`src/rtl/tail_light_pkg.sv`:
```
// Shared types and helpers for the tail lamp sequencer.
// Build option: TAIL_LIGHT_BRAKE_EN (see tail_light_seq).
package tail_light_pkg;

    typedef enum logic [1:0] {
        MODE_IDLE,
        MODE_LEFT,
        MODE_RIGHT,
        MODE_HAZ
    } mode_t;

    // Widest lamp bank the thermometer helper can describe.
    localparam int THERM_MAX = 32;

    // Thermometer code: bit i set when step > i (lamps fill from the inside out).
    function automatic logic [THERM_MAX-1:0] therm(input int unsigned step);
        logic [THERM_MAX-1:0] v;
        v = '0;
        for (int unsigned i = 0; i < THERM_MAX; i++) begin
            v[i] = (step > i);
        end
        return v;
    endfunction

endpackage

```
`src/rtl/tick_prescaler.sv`:
```
// Free-running step-rate divider: one-cycle tick every TICK_DIV clocks.
// TICK_DIV == 1 gives a tick on every clock (counter stays at zero).
module tick_prescaler #(
    parameter int TICK_DIV = 1
) (
    input  logic clk,
    input  logic reset,
    output logic tick
);

    localparam int CW = (TICK_DIV > 1) ? $clog2(TICK_DIV) : 1;
    localparam logic [CW-1:0] CNT_LAST = CW'(TICK_DIV - 1);

    logic [CW-1:0] cnt;

    // Count 0..TICK_DIV-1 and wrap; restarts from zero on reset.
    always_ff @(posedge clk) begin
        if (reset) begin
            cnt <= '0;
        end else if (cnt == CNT_LAST) begin
            cnt <= '0;
        end else begin
            cnt <= cnt + CW'(1);
        end
    end

    assign tick = (cnt == CNT_LAST);

endmodule

```
`src/rtl/tail_light_seq.sv`:
```
// Turn/hazard lamp sequencer: grows a thermometer pattern across N_LAMPS
// lamps per side, one step per prescaled tick, then one dark step.
// Build option: TAIL_LIGHT_BRAKE_EN adds the brake input, which forces the
// non-sequencing side(s) fully on without touching the sequence state.
//
// state      | meaning
// MODE_IDLE  | lamps dark (step 0), requests sampled on each tick
// MODE_LEFT  | left side running steps 1..N_LAMPS
// MODE_RIGHT | right side running steps 1..N_LAMPS
// MODE_HAZ   | both sides running steps 1..N_LAMPS
module tail_light_seq
    import tail_light_pkg::*;
#(
    parameter int N_LAMPS  = 3,
    parameter int TICK_DIV = 1
) (
    input  logic               clk,
    input  logic               reset,
    input  logic               left,
    input  logic               right,
    input  logic               hazard,
`ifdef TAIL_LIGHT_BRAKE_EN
    input  logic               brake,
`endif
    output logic [N_LAMPS-1:0] l_lamps,
    output logic [N_LAMPS-1:0] r_lamps,
    output logic               busy
);

    localparam int SW = $clog2(N_LAMPS + 1);
    localparam logic [SW-1:0] STEP_FIRST = SW'(1);
    localparam logic [SW-1:0] STEP_LAST  = SW'(N_LAMPS);

    if (N_LAMPS < 1 || TICK_DIV < 1 || N_LAMPS > THERM_MAX) begin : g_bad_param
        $error("tail_light_seq: need 1 <= N_LAMPS <= %0d and TICK_DIV >= 1", THERM_MAX);
    end

    logic               tick;
    mode_t              mode, mode_n;
    logic [SW-1:0]      step, step_n;
    logic [N_LAMPS-1:0] th;

    tick_prescaler #(.TICK_DIV(TICK_DIV)) u_prescaler (
        .clk   (clk),
        .reset (reset),
        .tick  (tick)
    );

    // Mode/step register; reset abandons any running sequence.
    always_ff @(posedge clk) begin
        if (reset) begin
            mode <= MODE_IDLE;
            step <= '0;
        end else begin
            mode <= mode_n;
            step <= step_n;
        end
    end

    // Next state: requests only matter in IDLE; sequences always run to the end.
    always_comb begin
        mode_n = mode;
        step_n = step;
        if (tick) begin
            case (mode)
                MODE_IDLE: begin
                    if (hazard || (left && right)) begin
                        mode_n = MODE_HAZ;
                        step_n = STEP_FIRST;
                    end else if (left) begin
                        mode_n = MODE_LEFT;
                        step_n = STEP_FIRST;
                    end else if (right) begin
                        mode_n = MODE_RIGHT;
                        step_n = STEP_FIRST;
                    end
                end
                default: begin
                    if (step == STEP_LAST) begin
                        mode_n = MODE_IDLE;
                        step_n = '0;
                    end else begin
                        step_n = step + SW'(1);
                    end
                end
            endcase
        end
    end

    assign th   = N_LAMPS'(therm(32'(step)));
    assign busy = (mode != MODE_IDLE);

    // Lamp decode from registered mode/step, with optional brake overlay.
    always_comb begin
        l_lamps = '0;
        r_lamps = '0;
        case (mode)
            MODE_LEFT:  l_lamps = th;
            MODE_RIGHT: r_lamps = th;
            MODE_HAZ: begin
                l_lamps = th;
                r_lamps = th;
            end
            default: ;
        endcase
`ifdef TAIL_LIGHT_BRAKE_EN
        if (brake) begin
            case (mode)
                MODE_IDLE: begin
                    l_lamps = '1;
                    r_lamps = '1;
                end
                MODE_LEFT:  r_lamps = '1;
                MODE_RIGHT: l_lamps = '1;
                default: ;
            endcase
        end
`endif
    end

endmodule

```
`config.mk`:
```
export PLATFORM = sky130hd
export DESIGN_NAME = tail_light_seq
export DESIGN_NICKNAME = d
export VERILOG_FILES = /design/src/rtl/tail_light_pkg.sv /design/src/rtl/tick_prescaler.sv /design/src/rtl/tail_light_seq.sv
export SDC_FILE = /design/constraint.sdc
export NUM_CORES = 1
export LEC_CHECK = 0
export ABC_AREA = 1
export CAP_MARGIN = 30
export CORE_AREA = 8 8 45 47
export DETAILED_ROUTE_END_ITERATION = 16
export DIE_AREA = 0 0 53 55
export GPL_TIMING_DRIVEN = 0
export PLACE_DENSITY = 0.58
export SETUP_SLACK_MARGIN = 0.15
export SLEW_MARGIN = 20
export SYNTH_ARGS = -nofsm -noshare
export SYNTH_HDL_FRONTEND = slang
export SYNTH_SLANG_ARGS = --single-unit
```
`constraint.sdc`:
```
create_clock -name clk -period 1.21 [get_ports clk]
set_clock_uncertainty 0.05 [all_clocks]
set_input_delay 0.121 -clock clk [delete_from_list [all_inputs] [get_ports clk]]
set_output_delay 0.121 -clock clk [all_outputs]
set_load 0.02 [all_outputs]
```
### Yosys cells after proc, flatten, opt, wreduce, memory -nomap -nowiden

Index checks and enable logic that the tools add are counted.

| storage, ports and cells | value |
|---|---|
| register bits | 5 |
| latch bits | 0 |
| RAM bits | 0 |
| bits in read-only memories | 0 |
| input bits | 5 |
| memories kept | 0 |

| operators by class | value |
|---|---|
| add/subtract/negate cells | 2 |
| multiply operators | 0 |
| divide/modulo/power cells | 0 |
| magnitude comparators | 3 |
| equality and inequality tests | 5 |
| shift operators | 0 |
| mux-type cells | 12 |
| bitwise gates (word level) | 1 |
| reductions and logical operators | 10 |

Operators by type and width:

| cell | number |
|---|---|
| $mux 2 | 10 |
| $eq 2x2->1 const B | 3 |
| $mux 3 | 2 |
| $reduce_or 2->1 | 3 |
| $gt 2x1->1 const B | 2 |
| $ne 4x4->1 const B | 1 |
| $reduce_bool 2->1 | 2 |
| $reduce_and 3->1 | 1 |
| $add 2x1->2 const B | 1 |
| $eq 2x1->1 const B | 1 |
| $gt 2x2->1 const B | 1 |
| $logic_not 2->1 | 1 |
| $reduce_and 2->1 | 1 |
| $add 1x1->1 const B | 1 |
| $logic_and 1x1->1 | 1 |
| $logic_or 1x1->1 | 1 |
| $not 1->1 | 1 |

### Logic depth before layout (Yosys ltp)

Gate-level depths: netlist of the first run.

| logic depth | value |
|---|---|
| depth after elaboration | 4 |
| gate-level depth with buffers | 7 |
| mapped depth without buffers | 7 |

### By module

Synthesis of the first run repeated with hierarchy kept, for this count alone.

| unflattened totals | value |
|---|---|
| cells, all modules | 51 |
| area total of the unflattened synthesis | 337.8 sq um |

Modules (own cells, without submodules):

| module | times used | cells each | area each (sq um) | seq. area each (sq um) |
|---|---|---|---|---|
| tail_light_seq | 1 | 48 | 310.3 | 80.1 |
| tick_prescaler | 1 | 3 | 27.5 | 20.0 |

### Worst setup path after synthesis of the first run

OpenSTA, ideal clock, no wires.

| timing | value |
|---|---|
| kind | register to output |
| from | register step[1] |
| to | output port l_lamps[1] |
| arrival | 1129 ps |
| required time | 1039 ps |
| setup slack | -90 ps |
| cell stages (with the launch flop) | 4 |
| path buffers | 0 |
| path through | dfxtp_1 > inv_1 > ha_1 > nor3_1 |

| on the way | value |
|---|---|
| longest elaborated chain between the ends | 2 |

Ends and longest elaborated chain:

| what | RTL line | source |
|---|---|---|
| start: declaration | tail_light_seq.sv:40 | `logic [SW-1:0] step, step_n;` |
| start signal: assignment | tail_light_seq.sv:56 | `step <= step_n;` |
| $gt 2x1->1 | tail_light_pkg.sv:20 | `v[i] = (step > i);` |
| $mux 3 | tail_light_seq.sv:97 | `case (mode)` |
| end: declaration | tail_light_seq.sv:25 | `output logic [N_LAMPS-1:0] l_lamps,` |

No other way between the ends.

### Final worst setup path of the first run

Same ends and word-level chain as after synthesis.

==> qor.txt, run 1 <==
status: finished with violations
failing checks: negative setup slack
Post-Syn Instances: 57
H-tree Lvls: 1
Initial Util: 27.22%
Layout area overhead: 78.74%
post-synth net total: 66
cts hold-fix bufs: 0
largest net degree at the start of global routing: 5
Clock Latency Late Sink: 240 ps
ANT nets after route: 0
Placer Congestion: 0.7882
max cap viols: 0
vias in the first global route: 388
Worst Setup End Kind: primary output
TritonCTS buffer count: 3
die area: 2915 um^2
post-route minimum period: 1249 ps
Total Power: 711.1 uW
multi-input combinational cell area: 302.8 um^2
synthesis-stage register bit count: 5
Cell Rows: 14
leading cell types in the layout, fill and taps excluded: 10 x inv_1, 9 x nand2_1, 8 x buf_6
grt ovf: 0
Total GRT Usage: 7.705%
Pre-Repair DR Iteration Count: 4
first-pass GRT wire length: 1642 um
Setup violations, final: 6
Mean Syn Cell Area: 6.607 um^2
vias per cell: 4.237
TNS Setup: -166.9 ps
Yosys cell types: 15
Placeable Area: 1384 um^2
fin. max-slew vios: 0
final instance area: 673.1 um^2
post-DP HPWL: 665.5 um
# fillers: 138
Die Width: 53 um
clock-pin transition on the worst setup and hold timing paths: 50 ps
RSZ-0062 raised after global routing: yes
final hold viol count: 0
final period utilization: 103.2%
fmax: 0.8007 GHz
ANT cells: 0
CP Launch Type: flip-flop
Tightest Hold Check Type: in2reg
WL per Instance: 10.28 um
Die Span Y: 55 um
Sequential cell area: 112.6 um^2
most common cell after layout, fill and taps aside: inv_1
Yosys Warn Count: 0
CTS tree: yes
final core occ: 48.64%
Total Wirelength: 956 um
Via Count: 394
final worst slack: -38.90 ps
CTS root buffer: clkbuf_4
Min Hold Slack: 391.6 ps
critical path fanouts, max: 4
Initial DRC Count: 5
initial antenna violation count: 0
DP Area: 536.8 um^2
# DRC: 0
sequential area share after synthesis: 26.58%
Max clock buf depth: 2
maximum vdd drop: 0.0005047 V
IO Count: 12
Crit Path Category: reg2out
Sink Count: 5
P_leak: 0.0003286 uW
Power Density: 1056 nW/um^2
Mapped Area: 376.6 um^2
Required @ worst endpoint: 1040 ps
port buffer count: 11
share of layout cells above drive strength 1: 51.95%
Final #Nets: 87
Crit path arrival time: 1080 ps
## area by class of cell
class	instances	area share [%]
inverter	13	8.364
multi-input combinational	39	44.98
tap	16	2.974
timing repair buffer	16	23.05
clock buffer	4	3.903
sequential	5	16.73
## power breakdown
part	internal, uW	switching, uW	leakage [uW]
Combinational	149	153	0.000270
Clock	125	75.1	0.0000150
Sequential	184	24.5	0.0000438
## per-layer routing
metal  global-route usage, %  vias to the layer above  share of wire, %
met2                   13.09                        9                53
met4                   5.172                        0              0.84
li1                        -                      209                 -
met1                   7.599                      174                39
met3                   3.209                        2               6.4
met5                       0                        -                 0
## registers in the layout, summed over array words and instances (netlist names)
| signal | cells |
|---|---|
| u_prescaler.cnt | 1 |
| step | 2 |
| mode | 2 |
## stage by stage
step / worst slack (ps) / cells
5_1_grt: -91.53 / 93
3_3_place_gp: -371.7 / 84
3_5_place_dp: -379.6 / 84
6_report: -38.90 / 93
2_1_floorplan: 163.7 / 57
4_1_cts: -54.12 / 92
## synthesized netlist by cell type (all sizes together)
| cell type | count | area [um^2] |
|---|---|---|
| inv | 13 | 48.79 |
| nor2 | 13 | 58.81 |
| nand2 | 11 | 43.80 |
| dfxtp | 5 | 100.1 |
| nand3 | 5 | 25.02 |
| ha | 4 | 50.05 |
| nor3 | 2 | 10.01 |
| a21oi | 1 | 8.760 |
| and2 | 1 | 6.260 |
| conb | 1 | 3.750 |
| nand4 | 1 | 21.27 |
## cell families (layout without fill, tap and decap cells)
logic type,count (synthesis),in the layout,synth area share (%)
and+or+nand+nor,33,33,43.86
buffers and inverters,13,33,12.96
DFF,5,5,26.58
adders and majority gates,4,4,13.29
other,1,1,0.9957
AOI/OAI and AO/OA,1,1,2.326
## critical path, stage by stage, from the launching register on
cell and delay (ps):
dfxtp_4 370, inv_6 50, ha_4 170, nor3_4 110, buf_6 140
## path summary, 6_finish.rpt
check	startpoint	to	slack [ps]	cells past startpoint
worst max-delay path	step[1]$_SDFFE_PP0P_	l_lamps[1]	-40	4
worst min-delay path	reset	mode[0]$_SDFFE_PP0P_	390	2
worst max register to register	mode[0]$_SDFFE_PP0P_	step[0]$_SDFFE_PP0P_	50	6
worst min register to register	mode[0]$_SDFFE_PP0P_	mode[0]$_SDFFE_PP0P_	460	2
## repair_timing
item,in CTS,in global routing
gates resized for setup,50,12
hold endpoints to repair,0,0
pin swaps,2,5
buffers inserted,4,1
setup endpoints to repair,11,11
(Power assumes the default switching activity.)
==> inputs of run 2 (changes only) <==
--- a/config.mk
+++ b/config.mk
@@ -12,8 +12,8 @@
 export DIE_AREA = 0 0 53 55
 export GPL_TIMING_DRIVEN = 0
 export PLACE_DENSITY = 0.58
+export REMOVE_ABC_BUFFERS = 1
 export SETUP_SLACK_MARGIN = 0.15
-export SLEW_MARGIN = 20
 export SYNTH_ARGS = -nofsm -noshare
 export SYNTH_HDL_FRONTEND = slang
 export SYNTH_SLANG_ARGS = --single-unit
==> qor.txt, run 2 (synthesis results as in run 1) <==
Power Density: 1101 nW/um^2
CTS root buffer: clkbuf_4
Layout area overhead: 62.46%
fin. max-slew vios: 0
Regs by FF count: mode x2, step x2, u_prescaler.cnt x1
Int Pwr: 440.6 uW
CP Launch Type: flip-flop
P_leak: 0.0003119 uW
Sink Count: 5
Total Wirelength: 910 um
CTS tree: yes
Min Hold Slack: 380.4 ps
Max clock buf depth: 2
Comb power frac: 39.7%
failing checks: negative setup slack
clock-pin transition on the worst setup and hold timing paths: 50 ps
WL per Instance: 9.785 um
TritonCTS buffer count: 3
ANT nets after route: 0
switching share of total power: 34.56%
Setup Slack @ Placement: -471.3 ps
RSZ-0062 raised after global routing: yes
# DRC: 0
Crit path arrival time: 1090 ps
largest net degree at the start of global routing: 6
IO Count: 12
Placer Congestion: 0.7441
Placeable Area: 1384 um^2
Initial Util: 27.22%
Required @ worst endpoint: 1040 ps
Die Width: 53 um
final hold viol count: 0
Setup violations, final: 7
vias per cell: 4.161
Pre-Repair DR Iteration Count: 4
share of layout cells above drive strength 1: 45.45%
Worst Setup End Kind: primary output
die area: 2915 um^2
sequential share of power: 30.5%
maximum vdd drop: 0.0003905 V
Tightest Hold Check Type: in2reg
Initial DRC Count: 4
ANT cells: 0
post-route minimum period: 1262 ps
Cell Rows: 14
first-pass GRT wire length: 1476 um
post-DP HPWL: 635.1 um
final worst slack: -51.84 ps
max cap viols: 0
grt ovf: 0
fmax: 0.7925 GHz
vias in the first global route: 379
Die Span Y: 55 um
Via Count: 387
P_sw: 232.7 uW
H-tree Lvls: 1
leading cell types in the layout, fill and taps excluded: 10 x inv_1, 10 x nor2_1, 9 x nand2_1
critical path fanouts, max: 4
final period utilization: 104.3%
clock group share of total power: 29.8%
port buffer count: 11
status: finished with violations
Total GRT Usage: 6.831%
Clock Latency Late Sink: 250 ps
initial antenna violation count: 0
Crit Path Category: reg2out
Final #Nets: 87
run 2: timing repair:
action | 4_1_cts | 5_1_grt
setup endpoints to repair | 11 | 11
resized for setup | 52 | 6
pin swaps | 6 | 1
setup buffers | 4 | 1
hold buffers | 0 | 0
run 2: critical path, stage by stage (launching register included):
cell     delay, ps
dfxtp_4        370
inv_4           50
ha_4           160
nor3_2         100
buf_4          160
run 2: cell type report:
cell class | instances | area [um^2]
fill | 143 | 772.0
clock buffer | 4 | 26.28
timing repair buffer | 16 | 136.4
multi-input combinational | 39 | 262.8
sequential | 5 | 112.6
tap | 16 | 20.02
inverter | 13 | 53.80
run 2: path summary, 6_finish.rpt:
path	slack, ps	to	depth (start not counted)	startpoint
setup reg to reg	-10	mode[1]$_SDFFE_PP0P_	8	step[0]$_SDFFE_PP0P_
hold / removal	380	mode[0]$_SDFFE_PP0P_	2	reset
hold reg to reg	460	step[1]$_SDFFE_PP0P_	2	step[1]$_SDFFE_PP0P_
setup / recovery	-50	r_lamps[1]	4	step[1]$_SDFFE_PP0P_
run 2: metrics by stage:
stage | area (um^2) | instances | util [%] | total power (uW) | TNS (ps)
floorplan | 376.6 | 57 | - | 329.8 | -180.7
global placement | 506.7 | 84 | 36.62 | 392.7 | -2353
detailed placement | 506.7 | 84 | 36.62 | 394.8 | -2494
CTS | 589.3 | 92 | 42.59 | 643.7 | -172.3
global route | 611.8 | 93 | 44.21 | 707.8 | -656.0
finish | 611.8 | 93 | 44.21 | 673.3 | -220.5
run 2: layer usage:
| layer | GRT usage, % | share of wire (%) | up-vias | wire, um |
|---|---|---|---|---|
| li1 | - | - | 209 | - |
| met5 | 0 | 0 | - | 0 |
| met3 | 1.604 | 9.5 | 4 | 86 |
| met2 | 12.30 | 48 | 17 | 435 |
| met4 | 6.466 | 4.0 | 0 | 36 |
| met1 | 6.231 | 39 | 157 | 352 |
run 2: power by group through the flow:
stage / logic, uW / clock network, uW / registers (uW)
after CTS: 239 / 200 / 205
final: 267 / 201 / 206
after detailed placement: 189 / 0 / 206
after global routing: 297 / 201 / 209
after global placement: 187 / 0 / 206
after floorplan: 128 / 0 / 202
